File: config.mk
export PLATFORM = sky130hd
export DESIGN_NAME = karatsuba_mult_arbiter
export DESIGN_NICKNAME = d
export VERILOG_FILES = /design/src/rtl/karatsuba_mult_arbiter.sv
export SDC_FILE = /design/constraint.sdc
export NUM_CORES = 1
export LEC_CHECK = 0
export CAP_MARGIN = 20
export CORE_UTILIZATION = 50
export CTS_CLUSTER_SIZE = 30
export DETAILED_ROUTE_END_ITERATION = 16
export PLACE_DENSITY_LB_ADDON = 0.1
export SLEW_MARGIN = 10
export SYNTH_ARGS = -nofsm -noshare
export SYNTH_HDL_FRONTEND = slang
export SYNTH_SLANG_ARGS = --single-unit
File: constraint.sdc
create_clock -name clk -period 12.6 [get_ports clk]
set_input_delay 1.89 -clock clk [delete_from_list [all_inputs] [get_ports clk]]
set_output_delay 1.89 -clock clk [all_outputs]
set_load 0.03 [all_outputs]
File: src/rtl/karatsuba_mult_arbiter.sv
// Round-robin arbiter that shares one 8x8 Karatsuba multiplier among NUM_REQ requesters.
// Two-stage pipeline: operand register, then result register; each product is tagged with the requester index.

module karatsuba_mult_8 (
    input  logic [7:0]  x,
    input  logic [7:0]  y,
    output logic [15:0] p
);
    logic [3:0]  xh, xl, yh, yl;
    logic [7:0]  z2, z0;
    logic [4:0]  xs, ys;
    logic [9:0]  zm;
    logic [15:0] z1;

    assign xh = x[7:4];
    assign xl = x[3:0];
    assign yh = y[7:4];
    assign yl = y[3:0];
    assign z2 = xh * yh;
    assign z0 = xl * yl;
    assign xs = {1'b0, xh} + {1'b0, xl};
    assign ys = {1'b0, yh} + {1'b0, yl};
    assign zm = xs * ys;
    // Middle term (xh*yl + xl*yh) recovered from the single cross product.
    assign z1 = 16'(zm) - 16'(z2) - 16'(z0);
    assign p  = {z2, 8'h00} + (z1 << 4) + 16'(z0);
endmodule

module karatsuba_mult_arbiter #(
    parameter int NUM_REQ = 4,
    parameter int ID_W    = 2
) (
    input  logic                 clk,
    input  logic                 rst_n,
    input  logic [NUM_REQ-1:0]   req_valid,
    input  logic [8*NUM_REQ-1:0] req_x,
    input  logic [8*NUM_REQ-1:0] req_y,
    output logic [NUM_REQ-1:0]   req_ready,
    output logic                 rsp_valid,
    output logic [ID_W-1:0]      rsp_id,
    output logic [15:0]          rsp_out,
    input  logic                 rsp_ready
);
    // Handshake: a transfer happens on a rising edge where valid and ready are both high;
    // a holder of valid data keeps it stable until that edge, and ready never depends on data.

    logic [ID_W-1:0] ptr;
    logic [ID_W-1:0] gnt_id;
    logic [ID_W-1:0] scan_id;
    logic [NUM_REQ-1:0] gnt;
    logic            any_gnt;
    logic [7:0]      gnt_x, gnt_y;
    logic            op_valid;
    logic [7:0]      op_x, op_y;
    logic [ID_W-1:0] op_id;
    logic            adv_out, adv_op, accept;
    logic [15:0]     product;
    logic [7:0]      x_arr [NUM_REQ];
    logic [7:0]      y_arr [NUM_REQ];
    int              scan;

    for (genvar i = 0; i < NUM_REQ; i++) begin : g_split
        assign x_arr[i] = req_x[8*i +: 8];
        assign y_arr[i] = req_y[8*i +: 8];
    end

    assign adv_out = !rsp_valid || rsp_ready;
    assign adv_op  = !op_valid || adv_out;
    assign accept  = adv_op && any_gnt;

    // First valid requester at or after the pointer, wrapping modulo NUM_REQ.
    always_comb begin
        gnt     = '0;
        any_gnt = 1'b0;
        gnt_id  = '0;
        gnt_x   = '0;
        gnt_y   = '0;
        scan    = 0;
        scan_id = '0;
        for (int k = 0; k < NUM_REQ; k++) begin
            scan = int'(ptr) + k;
            if (scan >= NUM_REQ) scan = scan - NUM_REQ;
            scan_id = ID_W'(scan);
            if (!any_gnt && req_valid[scan_id]) begin
                any_gnt      = 1'b1;
                gnt[scan_id] = 1'b1;
                gnt_id       = scan_id;
                gnt_x        = x_arr[scan_id];
                gnt_y        = y_arr[scan_id];
            end
        end
    end

    assign req_ready = (rst_n && adv_op) ? gnt : '0;

    always_ff @(posedge clk or negedge rst_n) begin
        if (!rst_n) begin
            ptr <= '0;
        end else if (accept) begin
            ptr <= (gnt_id == ID_W'(NUM_REQ - 1)) ? '0 : gnt_id + ID_W'(1);
        end
    end

    always_ff @(posedge clk or negedge rst_n) begin
        if (!rst_n) begin
            op_valid <= 1'b0;
            op_x     <= '0;
            op_y     <= '0;
            op_id    <= '0;
        end else if (adv_op) begin
            op_valid <= any_gnt;
            op_x     <= gnt_x;
            op_y     <= gnt_y;
            op_id    <= gnt_id;
        end
    end

    karatsuba_mult_8 u_mult (
        .x (op_x),
        .y (op_y),
        .p (product)
    );

    always_ff @(posedge clk or negedge rst_n) begin
        if (!rst_n) begin
            rsp_valid <= 1'b0;
            rsp_id    <= '0;
            rsp_out   <= '0;
        end else if (adv_out) begin
            rsp_valid <= op_valid;
            rsp_id    <= op_id;
            rsp_out   <= product;
        end
    end
endmodule

==> results of run 1 <==
cell families (layout without fill, tap and decap cells):
| family | Yosys count | count (layout) | synth area share |
|---|---|---|---|
| mux | 70 | 70 | 0.168 |
| xor+xnor | 39 | 39 | 0.0557 |
| flops | 40 | 40 | 0.150 |
| fa+ha+maj | 105 | 105 | 0.229 |
| compound gates | 186 | 186 | 0.189 |
| simple gates | 213 | 213 | 0.146 |
| buf+inv | 96 | 166 | 0.0620 |
stage by stage:
stage               instances  worst slack, ns   util
finish                    991             4.64  0.616
global route              991             4.14  0.616
CTS                       989             4.60  0.613
detailed placement        981             4.63  0.599
global placement          980             4.91  0.598
floorplan                 749             5.13      -
per-layer routing:
layer	up-vias	track usage
met5	-	0
met4	0	0.0529
met3	17	0.0189
met2	148	0.426
met1	2737	0.298
li1	2808	-
layout by cell type (no fill, tap or decap), types with 14 or more instances in the layout:
| cell | Yosys | routed |
|---|---|---|
| sky130_fd_sc_hd__clkdlybuf4s50_1 | 0 | 92 |
| sky130_fd_sc_hd__nand2_1 | 78 | 78 |
| sky130_fd_sc_hd__ha_1 | 76 | 76 |
| sky130_fd_sc_hd__nor2_1 | 67 | 67 |
| sky130_fd_sc_hd__inv_1 | 58 | 58 |
| sky130_fd_sc_hd__a21oi_1 | 51 | 51 |
| sky130_fd_sc_hd__dfrtp_1 | 40 | 39 |
| sky130_fd_sc_hd__o21ai_0 | 33 | 33 |
| sky130_fd_sc_hd__and2_1 | 32 | 32 |
| sky130_fd_sc_hd__mux4_2 | 32 | 32 |
| sky130_fd_sc_hd__fa_1 | 29 | 29 |
| sky130_fd_sc_hd__xnor2_1 | 22 | 22 |
| sky130_fd_sc_hd__mux2i_1 | 20 | 20 |
| sky130_fd_sc_hd__mux2_2 | 18 | 18 |
| sky130_fd_sc_hd__a31oi_1 | 18 | 18 |
| sky130_fd_sc_hd__a22o_1 | 16 | 16 |
| sky130_fd_sc_hd__a22oi_1 | 16 | 16 |
| sky130_fd_sc_hd__xor2_1 | 14 | 14 |
state kept, by name (all words and copies together), names as in the netlist, named ones only:
signal and flops:
rsp_out 16, op_x 8, op_y 8, rsp_id 2, ptr 1, op_valid 1, op_id 2, rsp_valid 1
worst paths after layout:
kind | from | to | slack, ns
max | op_x[4] | rsp_out[15] | 4.64
min | op_id[0] | rsp_id[0] | 0.47
max reg2reg | op_x[4] | rsp_out[15] | 4.64
min reg2reg | op_id[0] | rsp_id[0] | 0.47
max in group asynchronous | rst_n | async pin | 10.21
min in group asynchronous | rst_n | rsp_out[9] | 1.73
critical path: cells and delay by family (launching register included):
kind / cells / cell delay (ns)
compound gates: 6 / 1.11
xor+xnor: 4 / 0.96
fa+ha+maj: 9 / 4.12
buf+inv: 3 / 0.14
flops: 1 / 0.44
simple gates: 6 / 1.13
area by class of cell:
| type | count | area (sq um) |
|---|---|---|
| clock inverter | 2 | 38.8 |
| tap | 172 | 215 |
| multi-input combinational | 613 | 5270 |
| clock buffer | 6 | 139 |
| fill | 1117 | 4930 |
| sequential | 40 | 1000 |
| timing repair buffer | 100 | 1010 |
| inverter | 58 | 218 |
==> summary.txt, run 1 <==
share of final-layout standard cells stronger than drive strength 1 -> 0.0965
hold buffer count at CTS -> 0
Max Buffers Root-to-Sink -> 2
max-slew violation total from the final report -> 0
die outline height -> 118 um
cell accounting for the most synthesized area -> sky130_fd_sc_hd__dfrtp_1
Max transition margin -> 0.306
placed instance area -> 7680 sq um
cell count after synthesis -> 749
number of hold violations in the final report -> 0
first-pass GRT wire length -> 27000 um
Worst Hold Margin -> 0.473 ns
average routed wire per standard cell -> 16.0 um
setup repair after global routing missed its margin -> no
topmost layer with routed signal wires -> met4
yosys synthesis warning count -> 0
clock root buffer -> sky130_fd_sc_hd__clkbuf_16
DRC violation count after routing -> 0
antenna cells -> 0
number of antenna violations at the first check in global routing -> 0
total clock sinks -> 40
final net count -> 994
net count of the mapped netlist -> 925
distinct cell type count after synthesis -> 62
initial core utilization -> 0.521
post-layout instance area -> 7900 sq um
post-synthesis async set-or-reset flop share -> 1.00
CTS tree -> yes
Worst path most repeated cell -> sky130_fd_sc_hd__fa_1
Max Cap Violations -> 0
Largest stage delay, worst path -> 0.55 ns
total clock buffers created by CTS -> 5
vias -> 5710
EDFF count, synth -> 0
worst hold stages -> 2
horizontal extent of the die -> 118 um
GRT Overall Usage -> 0.233
Worst-Skew Late Latency -> 0.28 ns
number of levels in the clock H-tree -> 2
WL final -> 15900 um
postcts setup bufs -> 0
Worst-Margin Slew -> 1.04 ns
area of the core -> 12800 sq um
status -> completed
arrival time of the worst setup path -> 8.17 ns
Fin Clk Skew -> 0.00476 ns
synth cell count leaders -> 78 x sky130_fd_sc_hd__nand2_1, 76 x sky130_fd_sc_hd__ha_1, 67 x sky130_fd_sc_hd__nor2_1
most frequent cell after synthesis -> sky130_fd_sc_hd__nand2_1
mean post-synth cell area -> 8.91 sq um
total of cells resized after clock tree synthesis -> 0
placer congestion estimate -> 0.867
via count of the first global-routing pass -> 5789
largest cells by area after synthesis -> sky130_fd_sc_hd__dfrtp_1 15%, sky130_fd_sc_hd__ha_1 14%, sky130_fd_sc_hd__mux4_2 11%, sky130_fd_sc_hd__fa_1 8.7%, sky130_fd_sc_hd__nand2_1 4.4%
Total Die Area -> 13800 sq um
cell type of the slowest stage on the worst timing path -> sky130_fd_sc_hd__fa_1
maximum number of pins on one net before global-route repair -> 76
metal3 WL -> 575 um
I/O pin count -> 94
count of standard-cell rows -> 41
Synth top area share -> 0.150
iteration-0 DRC count of the detailed router -> 281
required time of the critical path -> 12.81 ns
number of optimization iterations in the first detailed-route pass -> 5
type of the worst setup path -> reg -> reg
type of element capturing the critical path -> flip-flop
Main synth FF type -> sky130_fd_sc_hd__dfrtp_1
global-route congestion overflow total -> 0
detailed-route vias per instance -> 5.76
met1 WL -> 7080 um
type of element launching the critical path -> flip-flop
Final Setup Violations -> 0
fraction of the yosys area taken by sequential cells -> 0.150
Max Clk Rate -> 126 MHz
count of buffers inserted at the top-level ports -> 93
number of routed nets with antenna violations -> 0
sum of negative setup slack -> 0 ns
flip-flop and latch count after synthesis -> 40
area growth from synthesis to final layout -> 18.3%
length of routed met2 wiring -> 8070 um
count of cells along the worst register-to-register path -> 28
synthesized cell area -> 6680 sq um
worst-path fanout max -> 6
period utilisation layout -> 0.632
clock transition at the registers of the reported paths -> 0.06 ns
HPWL after detailed placement -> 12600 um
final critical path time including I/O delays and setup -> 7.96 ns
worst hold-check path type -> reg -> reg
Power of run 1 is left out: the tool's default activity adds up to more than one toggle a clock period on the data nets, which glitch-free logic cannot reach.
==> inputs of run 2 (changes only) <==
==> constraint.sdc (replaced) <==
create_clock -name clk -period 6.63 [get_ports clk]
set_input_delay 0.9945 -clock clk [delete_from_list [all_inputs] [get_ports clk]]
set_output_delay 0.9945 -clock clk [all_outputs]
set_load 0.03 [all_outputs]
==> summary.txt, run 2 (same netlist as run 1, synthesis figures left out) <==
count of buffers inserted at the top-level ports -> 93 (unchanged)
Max Buffers Root-to-Sink -> 2 (unchanged)
number of hold violations in the final report -> 0 (unchanged)
utilization of the core after routing -> 0.674 (+0.0577)
DRC violation count after routing -> 0 (unchanged)
Max Clk Rate -> 139 MHz (+11%)
placer congestion estimate -> 0.874 (+0.83%)
type of the worst setup path -> reg -> reg
count of cells along the worst register-to-register path -> 32 (+14%)
Worst path most repeated cell -> sky130_fd_sc_hd__buf_4
via count of the first global-routing pass -> 6080 (+5.0%)
setup repair after global routing missed its margin -> yes
worst-path fanout max -> 4 (-2)
final net count -> 1062 (+6.8%)
average routed wire per standard cell -> 16.0 um (about the same)
GRT Overall Usage -> 0.250 (+0.0168)
first-pass GRT wire length -> 28700 um (+6.1%)
area of the core -> 12800 sq um (unchanged)
worst hold stages -> 2 (unchanged)
Total Die Area -> 13800 sq um (unchanged)
sum of negative setup slack -> -1.13 ns (-1.13 ns)
die outline height -> 118 um (unchanged)
Largest Register -> rsp_out
period utilisation layout -> 1.09 (+0.455)
most frequent standard cell in the layout excluding fill and tap cells -> sky130_fd_sc_hd__clkdlybuf4s50_1
Worst Hold Margin -> 0.474 ns (+0.00163 ns)
hold buffer count at CTS -> 0 (unchanged)
type of element capturing the critical path -> flip-flop
WL final -> 17000 um (+6.9%)
violated checks -> negative setup slack
CTS tree -> yes
arrival time of the worst setup path -> 7.42 ns (-0.75 ns)
number of inserted filler cells in the final layout -> 1044 (-6.5%)
antenna cells -> 0 (unchanged)
horizontal extent of the die -> 118 um (unchanged)
number of routed nets with antenna violations -> 0 (unchanged)
count of standard-cell rows -> 41 (unchanged)
Fin Clk Skew -> 0.00606 ns (+0.00130 ns)
type of element launching the critical path -> flip-flop
worst hold-check path type -> reg -> reg
vias -> 6078 (+6.4%)
total clock buffers created by CTS -> 5 (unchanged)
Max Cap Violations -> 0 (unchanged)
final instance count without filler cells -> 1059 (+6.9%)
max-slew violation total from the final report -> 0 (unchanged)
share of final-layout standard cells stronger than drive strength 1 -> 0.200 (+0.103)
Worst-Skew Late Latency -> 0.29 ns (about the same)
initial core utilization -> 0.521 (unchanged)
area growth from synthesis to final layout -> 29.4%
cell type of the slowest stage on the worst timing path -> sky130_fd_sc_hd__fa_1
Final Setup Violations -> 3 (+3)
total clock sinks -> 40 (unchanged)
number of optimization iterations in the first detailed-route pass -> 6 (+1)
detailed-route vias per instance -> 5.74 (-0.39%)
maximum number of pins on one net before global-route repair -> 77 (+1.3%)
clock transition at the registers of the reported paths -> 0.06 ns (about the same)
clock root buffer -> sky130_fd_sc_hd__clkbuf_16
I/O pin count -> 94 (unchanged)
Max transition margin -> 0.329 (+0.0230)
Worst-Margin Slew -> 1.01 ns (-0.0317 ns)
final critical path time including I/O delays and setup -> 7.20 ns (-0.756 ns)
required time of the critical path -> 6.85 ns (-5.96 ns)
global-route congestion overflow total -> 0 (unchanged)
flip-flop count of the largest register, all copies and words added -> 16 (unchanged)
number of antenna violations at the first check in global routing -> 0 (unchanged)
number of levels in the clock H-tree -> 2 (unchanged)
FF+latch area -> 1000 sq um (unchanged)
smallest setup slack after layout -> -0.572 ns (-5.21 ns)
Largest stage delay, worst path -> 0.54 ns (about the same)
highest-count cells in the layout ignoring fill and taps -> 92 x sky130_fd_sc_hd__clkdlybuf4s50_1, 77 x sky130_fd_sc_hd__nand2_1, 72 x sky130_fd_sc_hd__ha_1
Post-Place Cells -> 1032 (+5.2%)
Reg2Reg Setup Slack -> -0.57 ns (-5.21 ns)
HPWL after detailed placement -> 13100 um (+4.3%)
registers with the highest flip-flop counts -> rsp_out: 16 flops, op_x: 8 flops, op_y: 8 flops
iteration-0 DRC count of the detailed router -> 367 (+31%)
combined area of the multi-input logic cells -> 5490 sq um (+4.2%)
status -> finished, violations left
-- run 2: per-stage QoR --
stage	setup slack, ns	cell area (sq um)
after floorplan	-0.244	6780
after global placement	-0.242	8150
after detailed placement	-0.498	8160
after CTS	-0.463	8450
after global routing	-0.830	8640
final	-0.572	8640
-- run 2: worst paths after layout --
path,start,to
worst max-delay path,op_x[4],rsp_out[15]
worst min-delay path,rsp_id[0],rsp_id[0]
worst max register to register,op_x[4],rsp_out[15]
worst min register to register,rsp_id[0],rsp_id[0]
max in group asynchronous,rst_n,async pin
min in group asynchronous,rst_n,rsp_out[13]
-- run 2: final cells by class --
class	count	area share
clock inverter	3	0.00536
timing repair buffer	168	0.178
tap	172	0.0249
multi-input combinational	613	0.636
inverter	58	0.0252
sequential	40	0.116
clock buffer	5	0.0145
-- run 2: timing repair --
action	4_1_cts	5_1_grt
endpoints found under the setup margin	4	4
pin swaps	10	13
resized for setup	8	21
setup buffers	11	8
-- run 2: critical path, delay by kind of cell (launching register included) --
family          cells  cell delay [ns]
compound gates      6             1.03
xor+xnor            3             0.77
flops               1             0.38
fa+ha+maj           8             3.45
simple gates        4             0.35
buf+inv            11             1.14
-- run 2: routing by layer --
| metal | wire (um) | GRT usage | vias to the layer above |
|---|---|---|---|
| met5 | 0 | 0 | - |
| met4 | 293 | 0.0641 | 0 |
| met3 | 592 | 0.0237 | 21 |
| met2 | 8580 | 0.443 | 162 |
| met1 | 7520 | 0.326 | 2945 |
| li1 | - | - | 2950 |
Power of run 2 is left out for the same reason.
